### config.mk
export PLATFORM = sky130hd
export DESIGN_NAME = seq_multiplier
export DESIGN_NICKNAME = d
export VERILOG_FILES = /design/src/rtl/seq_multiplier.sv
export SDC_FILE = /design/constraint.sdc
export NUM_CORES = 1
export LEC_CHECK = 0
export CAP_MARGIN = 10
export CORE_ASPECT_RATIO = 0.9
export CORE_MARGIN = 4
export CORE_UTILIZATION = 29
export CTS_BUF_LIST = sky130_fd_sc_hd__clkbuf_4 sky130_fd_sc_hd__clkbuf_8
export DETAILED_ROUTE_END_ITERATION = 16
export PLACE_DENSITY = 0.5
export SLEW_MARGIN = 15
export SYNTH_ARGS = -nofsm -noshare
export SYNTH_HDL_FRONTEND = slang
export SYNTH_SLANG_ARGS = --single-unit
export TNS_END_PERCENT = 20
### constraint.sdc
create_clock -name clock -period 4.7 [get_ports clock]
set_input_delay 0.47 -clock clock [delete_from_list [all_inputs] [get_ports clock]]
set_output_delay 0.47 -clock clock [all_outputs]
set_load 0.02 [all_outputs]
### src/rtl/seq_multiplier.sv
// Sequential shift-add multiplier: WIDTH iterations of one partial product per cycle,
// signed or unsigned per operation, full 2*WIDTH-bit product with zero/negative/overflow flags.
module seq_multiplier #(
  parameter int WIDTH = 16
) (
  input  logic                 clock,
  input  logic                 reset,
  input  logic                 start,
  input  logic                 signed_mode,
  input  logic [WIDTH-1:0]     a,
  input  logic [WIDTH-1:0]     b,
  output logic                 busy,
  output logic                 done,
  output logic [2*WIDTH-1:0]   product,
  output logic [1:0]           ZN,
  output logic                 ovf
);

  localparam int PW = 2 * WIDTH;
  localparam int CW = $clog2(WIDTH + 1);
  localparam logic [CW-1:0] LAST = CW'(WIDTH - 1);

  typedef enum logic [1:0] {S_IDLE, S_RUN, S_SIGN, S_DONE} state_t;

  state_t            r_state;
  state_t            w_next;
  logic [PW-1:0]     r_ma;
  logic [PW-1:0]     r_acc;
  logic [WIDTH-1:0]  r_mb;
  logic [CW-1:0]     r_cnt;
  logic              r_neg;
  logic              r_mode;
  logic [PW-1:0]     w_prod;

  // Magnitude in WIDTH unsigned bits; the most-negative value maps onto itself exactly.
  function automatic logic [WIDTH-1:0] mag(input logic [WIDTH-1:0] x, input logic s);
    return (s && x[WIDTH-1]) ? (~x + WIDTH'(1)) : x;
  endfunction

  function automatic logic ovf_f(input logic [PW-1:0] p, input logic s);
    logic [WIDTH:0] w_top;
    w_top = p[PW-1:WIDTH-1];
    if (s)
      return !((&w_top) || !(|w_top));
    else
      return |p[PW-1:WIDTH];
  endfunction

  assign w_prod = r_neg ? (~r_acc + PW'(1)) : r_acc;
  assign busy   = (r_state != S_IDLE);
  assign done   = (r_state == S_DONE);

  always_comb begin
    w_next = r_state;
    case (r_state)
      S_IDLE:  if (start) w_next = S_RUN;
      S_RUN:   if (r_cnt == LAST) w_next = S_SIGN;
      S_SIGN:  w_next = S_DONE;
      S_DONE:  w_next = S_IDLE;
      default: w_next = S_IDLE;
    endcase
  end

  always_ff @(posedge clock) begin
    if (reset) begin
      r_state <= S_IDLE;
      r_ma    <= '0;
      r_mb    <= '0;
      r_acc   <= '0;
      r_cnt   <= '0;
      r_neg   <= 1'b0;
      r_mode  <= 1'b0;
      product <= '0;
      ZN      <= 2'b10;
      ovf     <= 1'b0;
    end else begin
      r_state <= w_next;
      case (r_state)
        S_IDLE: begin
          if (start) begin
            r_mode <= signed_mode;
            r_ma   <= {{WIDTH{1'b0}}, mag(a, signed_mode)};
            r_mb   <= mag(b, signed_mode);
            r_neg  <= signed_mode & (a[WIDTH-1] ^ b[WIDTH-1]);
            r_acc  <= '0;
            r_cnt  <= '0;
          end
        end
        S_RUN: begin
          if (r_mb[0]) r_acc <= r_acc + r_ma;
          r_ma  <= r_ma << 1;
          r_mb  <= r_mb >> 1;
          r_cnt <= r_cnt + CW'(1);
        end
        // Result and flags are committed together on the SIGN->DONE edge only.
        S_SIGN: begin
          product <= w_prod;
          ZN      <= {(w_prod == '0), r_mode & w_prod[PW-1]};
          ovf     <= ovf_f(w_prod, r_mode);
        end
        default: ;
      endcase
    end
  end

endmodule

==> impl_metrics.csv, run 1 <==
group,metric,value,unit
synth,ys_seq_area_share,30.9,%
critical_path,cp_data_required_time,5.03,ns
sta,slew_viol_final,0,
floorplan,die_y,166,um
synth,synth_cell_types,71,
synth,synth_edf_count,0,
global_route,grt_max_degree,59,
floorplan,core,27200,um2
clocking,clk_pin_slew,0.08,ns
synth,async_reset_ff_share,0,%
critical_path,critPathArrivalTime,3.63,ns
synth,syn_avg_cell_area,7.79,um2
placement,finalWeightedCongestion,0.811,
clocking,clock_latency,0.45,ns
layout,mostFrequentLayoutCell,"dfxtp_1",
synth,syn-cell-area,8040,um2
route,drt_wl_total,21.5,mm
floorplan,die-area,30500,um2
global_route,grt_pass1_vias,6681,
layout,final_nets,1146,
global_route,grt_remaining_overflow,0,
critical_path,cp_slowest_cell,"o41ai_1",
route,via_per_inst,5.09,
clocking,cts-root-buf,"clkbuf_8",
sta,rsz0062_at_grt,"false",
clocking,tritoncts,"yes",
layout,final_cells,1434,
critical_path,cp_cell_sequence,"inv_1 > ha_1 > nor4b_1 > nand3_1 > o41ai_1 > xor2_1 > nand2_1 > nor3_1 > nand4_1 > o211a_1",
sta,period_minus_slack,3.30,ns
status,status,"finished, final reports clean",
sta,hold_violations,0,
route,drtIter0Drc,421,
layout,final_area,9380,um2
clocking,cts-hold-fix-buffers,0,
layout,seqCellArea,2480,um2
layout,diodes,0,
floorplan,rows,57,
global_route,grt_use_total,14.0,%
clocking,cts_resized,0,
critical_path,worst_setup_path_end_kind,"register",
sta,tightest_slew,0.808,ns
floorplan,die_width,184,um
critical_path,cp_max_fo,13,
sta,skew,0.0133,ns
floorplan,io_pins,73,
floorplan,initial_utilization,29.6,%
placement,io_buffer_count,72,
sta,finalWorstSetupSlack,1.40,ns
synth,postSynthCellCount,1033,
placement,pre_cts_slack,1.39,ns
layout,final_cell_mix,"dfxtp_1, nor2_1, nand2_1",
critical_path,startpoint_type,"register",
job,maxCapViolations,0,
pwr,power,4.09,mW
placement,place_area,9030,um2
global_route,grt_pass1_wl,35.5,mm
pwr,p_per_area,436,nW/um2
layout,area_growth,16.6,%
layout,fillCellCount,2900,
pwr,ir_drop,0.273,mV
route,drtAntennaViolNets,0,
route,drc_errors,0,
route,vias,7305,
layout,fin_util,34.5,%
sta,setup_viol,0,
clocking,htree_levels,4,
synth,ys_warn_count,0,
sta,slew_headroom,46.0,%
clocking,cts_buffer_depth,2,
global_route,antenna_found_initial,0,
placement,dp.cells,1402,
clocking,cts_buffers,17,
route,first_pass_iters,5,
critical_path,max_stage_delay,0.52,ns
synth,synth_top_flop_cell,"dfxtp_1",
synth,syn_nets,1112,
worst_hold_path,hold_path_class,"reg2reg",
layout,drive_above_1_share,6.39,%
layout,multiInputGateArea,5200,um2
sta,timing.setup.tns,0,ns
sta,holdWs,0.456,ns
synth,synth_seq_cells,124,
clocking,cts.sinks,124,
sta,fmax,303,MHz
critical_path,criticalPathCategory,"reg2reg",
route,wire_per_inst,15.0,um
sta,min_period_over_period,70.2,%
placement,dp_hpwl,15.8,mm
clocking,post-cts-setup-buffers,0,
pwr,power.leakage,3.55,nW
==> power by group <==
group	internal [mW]	switching, mW
logic	0.670	1.12
registers	1.28	0.170
clock network	0.392	0.462
total	2.34	1.75
==> cells in the mapped netlist, types with 25 or more instances <==
library cell / number / area [um2]
nand2_1: 115 / 432
o21ai_0: 80 / 400
dfxtp_1: 124 / 2480
a211oi_1: 40 / 300
clkbuf_1: 53 / 199
a22oi_1: 32 / 240
inv_1: 26 / 97.6
xnor2_1: 25 / 219
nor2_1: 122 / 458
a21oi_1: 60 / 300
ha_1: 42 / 526
xor2_1: 47 / 412
==> layout make-up <==
| type | instances | share of cell area (%) |
|---|---|---|
| inverters | 27 | 1.08 |
| clock buffers | 19 | 2.79 |
| clock inverters | 13 | 1.00 |
| repair buffers | 83 | 8.54 |
| multi-input cells | 814 | 55.4 |
| flip-flops and latches | 124 | 26.5 |
| well taps | 354 | 4.72 |
==> worst max-delay path, delay by kind of cell (launching register included) <==
| kind | cells | cell delay (ns) |
|---|---|---|
| XOR/XNOR | 1 | 0.27 |
| adder cells (fa/ha/maj) | 1 | 0.30 |
| buffers and inverters | 1 | 0.14 |
| AND/OR/NAND/NOR | 5 | 1.34 |
| AO/OA/AOI/OAI | 2 | 0.77 |
| flip-flops | 1 | 0.37 |
==> sequential cells by signal (all words and copies together) (netlist names) <==
register and cells:
r_acc 32, r_ma 32, ZN 2, r_cnt 5, product 32, ovf 1
r_mb 16, r_mode 1, r_state 2, r_neg 1
==> routing by layer <==
metal	GRT usage [%]	share of wire, %	wire length, um	vias up
li1	-	-	-	3840
met1	21.7	54	11700	3300
met2	19.5	40	8570	149
met3	3.15	5.0	1070	16
met4	3.24	0.88	190	0
met5	0	0	0	-
==> kinds of logic (layout without fill, tap and decap cells) <==
family	Yosys count	count (layout)	share of synthesized area [%]
compound gates	315	315	26.1
mux	12	12	1.51
flops	124	124	30.9
simple gates	372	372	22.1
buf+inv	95	142	4.73
fa+ha+maj	43	43	6.78
xor+xnor	72	72	7.84
==> final timing paths <==
| path | from | end | slack (ns) | cells past startpoint |
|---|---|---|---|---|
| worst max-delay path | r_acc[1]$_SDFFE_PP0P_ | ovf$_SDFFE_PP0P_ | 1.40 | 10 |
| worst min-delay path | r_mb[3]$_SDFFE_PP0P_ | r_mb[3]$_SDFFE_PP0P_ | 0.46 | 2 |
| worst max register to register | r_acc[1]$_SDFFE_PP0P_ | ovf$_SDFFE_PP0P_ | 1.40 | 10 |
| worst min register to register | r_mb[3]$_SDFFE_PP0P_ | r_mb[3]$_SDFFE_PP0P_ | 0.46 | 2 |
(Power assumes the default switching activity.)
==> run 2: changes to the inputs <==
clock period = 3.41 ns   (was 4.7 ns; I/O delays follow)
==> run 2 against run 1 <==
Effect of this change: clock skew fell by 0.00082 ns; global-route usage increased by 0.27 points; worst hold slack worse by 0.054 ns; combinational power grew 40%; via count is 1.1% higher; final area increased by 1.5%; highest routed layer unchanged; die area stayed put; final cell count is 0.84% higher; register-to-register slack worse by 1.1 ns; sequential power is 37% higher; sequential share of layout area down 0.39 points; setup slack got worse by 1.1 ns.
==> impl_metrics.csv, run 2 (synthesis results as in run 1) <==
group,metric,value,unit
status,status,"finished, final reports clean",
clocking,clk_pin_slew,0.08,ns
route,vias,7383,
route,via_per_inst,5.11,
worst_hold_path,hold_path_end,"r_ma[29]$_SDFFE_PP0P_",
global_route,grt_pass1_vias,6863,
layout,final_area,9520,um2
critical_path,cp_slowest_cell,"dfxtp_1",
clocking,cts_buffers,17,
floorplan,die_width,184,um
critical_path,r2r_setup_slack,0.35,ns
placement,finalWeightedCongestion,0.829,
job,maxCapViolations,0,
critical_path,rr_worst_depth,11,
critical_path,cp_cell_sequence,"inv_1 > ha_1 > nor4b_2 > nand3_1 > buf_4 > o41ai_1 > xor2_1 > nand2_1 > nor3_1 > nand4_1 > o211a_1",
critical_path,cp_data_required_time,3.74,ns
route,drtAntennaViolNets,0,
clocking,htree_levels,4,
global_route,antenna_found_initial,0,
floorplan,rows,57,
global_route,grt_remaining_overflow,0,
clocking,tritoncts,"yes",
floorplan,initial_utilization,29.6,%
sta,skew,0.0125,ns
sta,tightest_slew,0.811,ns
global_route,grt_pass1_wl,36.2,mm
layout,diodes,0,
critical_path,worstReg2RegStart,"r_acc[1]$_SDFFE_PP0P_",
placement,dp_hpwl,16.6,mm
critical_path,criticalPathCategory,"reg2reg",
layout,reg_top3,"product: 32 flops, r_acc: 32 flops, r_ma: 32 flops",
global_route,grt_util_met3,2.76,%
worst_hold_path,min-delay-start,"reset",
layout,fillCellCount,2900,
floorplan,io_pins,73,
route,drc_errors,0,
global_route,grt_use_met1,22.2,%
sta,slew_headroom,46.0,%
floorplan,die-area,30500,um2
layout,drive_above_1_share,7.51,%
placement,io_buffer_count,72,
critical_path,critPathArrivalTime,3.39,ns
worst_hold_path,hold_depth,2,
critical_path,crit_family,"simple AND/OR/NAND/NOR gates",
global_route,grt_use_total,14.3,%
layout,final_nets,1158,
clocking,cts.sinks,124,
layout,mostFrequentLayoutCell,"dfxtp_1",
sta,setup_viol,0,
critical_path,r2r_end,"ovf$_SDFFE_PP0P_",
global_route,grt_max_degree,60,
pwr,ir_drop,0.283,mV
global_route,globalRouteMet2Util,20.2,%
global_route,busiest_layer,"met1",
critical_path,critPathBufInv,2,
route,drtIter0Drc,422,
clocking,cts-root-buf,"clkbuf_8",
placement,place_area,9120,um2
critical_path,max_stage_delay,0.37,ns
critical_path,startpoint_type,"register",
clocking,cts_buffer_depth,2,
route,wire_per_inst,15.3,um
layout,area_growth,18.4,%
pwr,power.leakage,3.63,nW
route,drt_wl_total,22.1,mm
floorplan,die_y,166,um
sta,hold_violations,0,
worst_hold_path,hold_path_class,"in2reg",
sta,timing.setup.tns,0,ns
sta,period_minus_slack,3.06,ns
critical_path,worst_setup_path_end_kind,"register",
pwr,p_per_area,610,nW/um2
clocking,post-cts-setup-buffers,0,
sta,slew_viol_final,0,
floorplan,core,27200,um2
layout,final_cell_mix,"dfxtp_1, nor2_1, nand2_1",
route,first_pass_iters,5,
sta,rsz0062_at_grt,"false",
clocking,clock_latency,0.44,ns
pwr,power,5.80,mW
sta,fmax,327,MHz
critical_path,cp_max_fo,8,
sta,min_period_over_period,89.8,%
[run 2: changes by cell type in the layout (fill, tap and decap cells not counted), moves of 2 or more]
| cell | previous run | this run |
|---|---|---|
| clkinv_4 | 4 | 2 |
| clkinv_2 | 4 | 2 |
| buf_4 | 12 | 24 |
| bufinv_16 | 0 | 2 |
[run 2: worst reg2reg max path, stage by stage, from the launching register on]
cell	delay, ns
dfxtp_1	0.37
inv_1	0.15
ha_1	0.29
nor4b_2	0.27
nand3_1	0.27
buf_4	0.26
o41ai_1	0.36
xor2_1	0.24
nand2_1	0.10
nor3_1	0.22
nand4_1	0.18
o211a_1	0.25
[run 2: power by group]
| group | internal, mW | switching (mW) | total, mW |
|---|---|---|---|
| combinational | 0.947 | 1.57 | 2.51 |
| clock | 0.679 | 0.626 | 1.30 |
| sequential | 1.76 | 0.224 | 1.99 |
| total | 3.39 | 2.41 | 5.80 |
[run 2: final cells by class]
cell class	instances	area (um2)	share of cell area [%]
Clock buffer	19	255	2.68
Clock inverter	13	143	1.50
Inverter	27	101	1.06
Multi-Input combinational cell	814	5200	54.7
Sequential cell	124	2480	26.1
Tap cell	354	443	4.65
Timing Repair Buffer	95	891	9.36
[run 2: metal layers]
layer  wire length (um)  share of wire, %
met3                840               3.8
met5                  0                 0
met2               8940                40
met1              12100                55
met4                180              0.82
[run 2: worst max path at each step]
stage | from | to | slack (ns) | cells past startpoint
floorplan | r_acc[6]$_SDFFE_PP0P_ | r_acc[29]$_SDFFE_PP0P_ | 0.87 | 9
global placement | r_acc[1]$_SDFFE_PP0P_ | ovf$_SDFFE_PP0P_ | 0.39 | 11
detailed placement | r_acc[1]$_SDFFE_PP0P_ | ovf$_SDFFE_PP0P_ | 0.23 | 11
CTS | r_acc[1]$_SDFFE_PP0P_ | ovf$_SDFFE_PP0P_ | 0.21 | 11
global route | r_acc[1]$_SDFFE_PP0P_ | ovf$_SDFFE_PP0P_ | 0.04 | 11
finish | r_acc[1]$_SDFFE_PP0P_ | ovf$_SDFFE_PP0P_ | 0.35 | 11
[run 2: what timing repair did]
action                                  in CTS  in global routing
endpoints found under the setup margin       0                  2
hold buffers                                 0                  0
gates resized for setup                      0                  1
[run 2: stage by stage]
step	hold slack [ns]	util, %	instances	worst slack, ns
6_report	0.402	35.0	1446	0.348
5_1_grt	0.398	35.0	1446	0.0358
4_1_cts	0.374	35.0	1446	0.211
3_5_place_dp	0.444	33.5	1414	0.230
3_3_place_gp	0.440	33.5	1414	0.389
2_1_floorplan	0.431	-	1033	0.871
==> run 3: changes to the inputs <==
==> constraint.sdc (replaced) <==
create_clock -name clock -period 3.41 [get_ports clock]
set_input_delay 0.8525 -clock clock [delete_from_list [all_inputs] [get_ports clock]]
set_output_delay 0.8525 -clock clock [all_outputs]
set_load 0.02 [all_outputs]
==> run 3 against run 2 <==
Effect of this change: wire length down 0.29%; sequential share of layout area down 0.27 points; non-clock buffer count up 5; critical path depth unchanged; combinational power about the same; clock skew up 0.0039 ns; die area unchanged; worst hold slack better by 0.055 ns; highest routed layer unchanged; utilization up 0.37 points; final area up 1.1%.
==> impl_metrics.csv, run 3 (synthesis results as in run 1) <==
group,metric,value,unit
placement,finalWeightedCongestion,0.826,
global_route,antenna_found_initial,0,
clocking,cts_buffer_depth,2,
layout,fillCellCount,2870,
placement,place_area,9150,um2
worst_hold_path,min-delay-start,"r_mb[13]$_SDFFE_PP0P_",
clocking,cts.sinks,124,
sta,rsz0062_at_grt,"false",
sta,tightest_slew,0.760,ns
clocking,htree_levels,4,
sta,slew_headroom,49.2,%
route,drt_wl_total,22.0,mm
global_route,grt_max_degree,58,
layout,final_cell_mix,"dfxtp_1, nor2_1, nand2_1",
floorplan,rows,57,
floorplan,die-area,30500,um2
clocking,cts-root-buf,"clkbuf_8",
clocking,clk_pin_slew,0.08,ns
layout,area_growth,19.6,%
layout,mostFrequentLayoutCell,"dfxtp_1",
global_route,grt_pass1_vias,6905,
route,drtIter0Drc,492,
layout,drive_above_1_share,7.84,%
placement,io_buffer_count,72,
pwr,power,6.02,mW
global_route,grt_pass1_wl,35.8,mm
job,maxCapViolations,0,
clocking,clock_latency,0.45,ns
critical_path,r2r_setup_slack,0.31,ns
critical_path,rr_worst_depth,11,
critical_path,worstReg2RegStart,"r_acc[0]$_SDFFE_PP0P_",
floorplan,die_width,184,um
floorplan,core,27200,um2
status,status,"finished, final reports clean",
sta,timing.setup.tns,0,ns
critical_path,r2r_end,"r_acc[26]$_SDFFE_PP0P_",
floorplan,die_y,166,um
sta,skew,0.0164,ns
clocking,post-cts-setup-buffers,0,
route,wire_per_inst,15.2,um
global_route,grt_use_total,14.2,%
layout,final_nets,1163,
layout,final_area,9620,um2
sta,setup_viol,0,
clocking,tritoncts,"yes",
pwr,p_per_area,626,nW/um2
sta,hold_violations,0,
sta,finalWorstSetupSlack,0.312,ns
route,drc_errors,0,
route,first_pass_iters,5,
clocking,cts_buffers,17,
global_route,grt_remaining_overflow,0,
critical_path,cp_data_required_time,3.75,ns
route,via_per_inst,5.15,
layout,diodes,0,
pwr,power.leakage,3.70,nW
critical_path,critPathArrivalTime,3.44,ns
sta,slew_viol_final,0,
sta,fmax,323,MHz
critical_path,criticalPathCategory,"reg2reg",
clocking,cts-hold-fix-buffers,0,
critical_path,cp_max_fo,6,
critical_path,worst_setup_path_end_kind,"register",
critical_path,startpoint_type,"register",
pwr,ir_drop,0.327,mV
placement,dp_hpwl,16.3,mm
layout,reg_top3,"product: 32 flops, r_acc: 32 flops, r_ma: 32 flops",
sta,period_minus_slack,3.10,ns
route,vias,7478,
placement,pre_cts_slack,0.0618,ns
floorplan,io_pins,73,
worst_hold_path,hold_path_end,"r_mb[13]$_SDFFE_PP0P_",
clocking,cts_resized,0,
floorplan,initial_utilization,29.6,%
route,drtAntennaViolNets,0,
worst_hold_path,hold_path_class,"reg2reg",
sta,min_period_over_period,90.8,%
worst_hold_path,hold_depth,2,
[run 3: changes by cell type in the layout (fill, tap and decap cells not counted), sizes merged]
cell / previous run / this run
clkinv: 4 / 5
buf: 24 / 29
clkbuf: 19 / 21
inv: 29 / 27
bufinv: 2 / 5
clkinvlp: 5 / 1
[run 3: worst max-delay path by stage]
stage / from / to / slack (ns) / depth (start not counted)
finish: r_acc[0]$_SDFFE_PP0P_ / r_acc[26]$_SDFFE_PP0P_ / 0.31 / 11
global route: r_acc[0]$_SDFFE_PP0P_ / r_acc[26]$_SDFFE_PP0P_ / 0.07 / 11
CTS: r_acc[1]$_SDFFE_PP0P_ / ovf$_SDFFE_PP0P_ / 0.33 / 11
detailed placement: a[3] / r_ma[13]$_SDFFE_PP0P_ / 0.06 / 9
global placement: a[3] / r_ma[11]$_SDFFE_PP0P_ / 0.08 / 9
floorplan: b[0] / r_mb[13]$_SDFFE_PP0P_ / 0.77 / 8
[run 3: final cells by class]
class	count	area [um2]	share of cell area, %
multi-input combinational	814	5200	54.0
sequential	124	2480	25.8
timing repair buffer	100	928	9.65
tap	354	443	4.60
clock buffer	21	277	2.87
clock inverter	11	190	1.98
inverter	27	101	1.05
[run 3: critical path, cell delays in order (launching register included)]
cell and delay, ns:
dfxtp_1 0.46, ha_1 0.24, inv_1 0.07, fa_1 0.38, nor2b_1 0.15, o21ai_0 0.12, a21o_1 0.22, a21oi_1 0.32
o21ai_1 0.23, a21oi_1 0.39, o21ai_0 0.13, a32o_1 0.27
[run 3: stage by stage]
| stage | hold WS (ns) | std cells | util, % |
|---|---|---|---|
| after global routing | 0.480 | 1451 | 35.4 |
| after floorplan | 0.431 | 1033 | - |
| after detailed placement | 0.448 | 1419 | 33.7 |
| after CTS | 0.459 | 1451 | 35.4 |
| final | 0.457 | 1451 | 35.4 |
| after global placement | 0.441 | 1419 | 33.7 |
[run 3: per-layer routing]
metal | GRT usage (%) | vias to the layer above | wire length, um
met4 | 3.63 | 0 | 214
li1 | - | 3861 | -
met3 | 3.20 | 17 | 1090
met5 | 0 | - | 0
met2 | 19.9 | 164 | 8830
met1 | 21.8 | 3436 | 11900
[run 3: power breakdown]
group	internal (mW)	switching (mW)	leakage, nW
Combinational	0.947	1.55	2.46
Clock	0.924	0.616	0.237
Sequential	1.76	0.224	1.01
Total	3.63	2.39	3.70
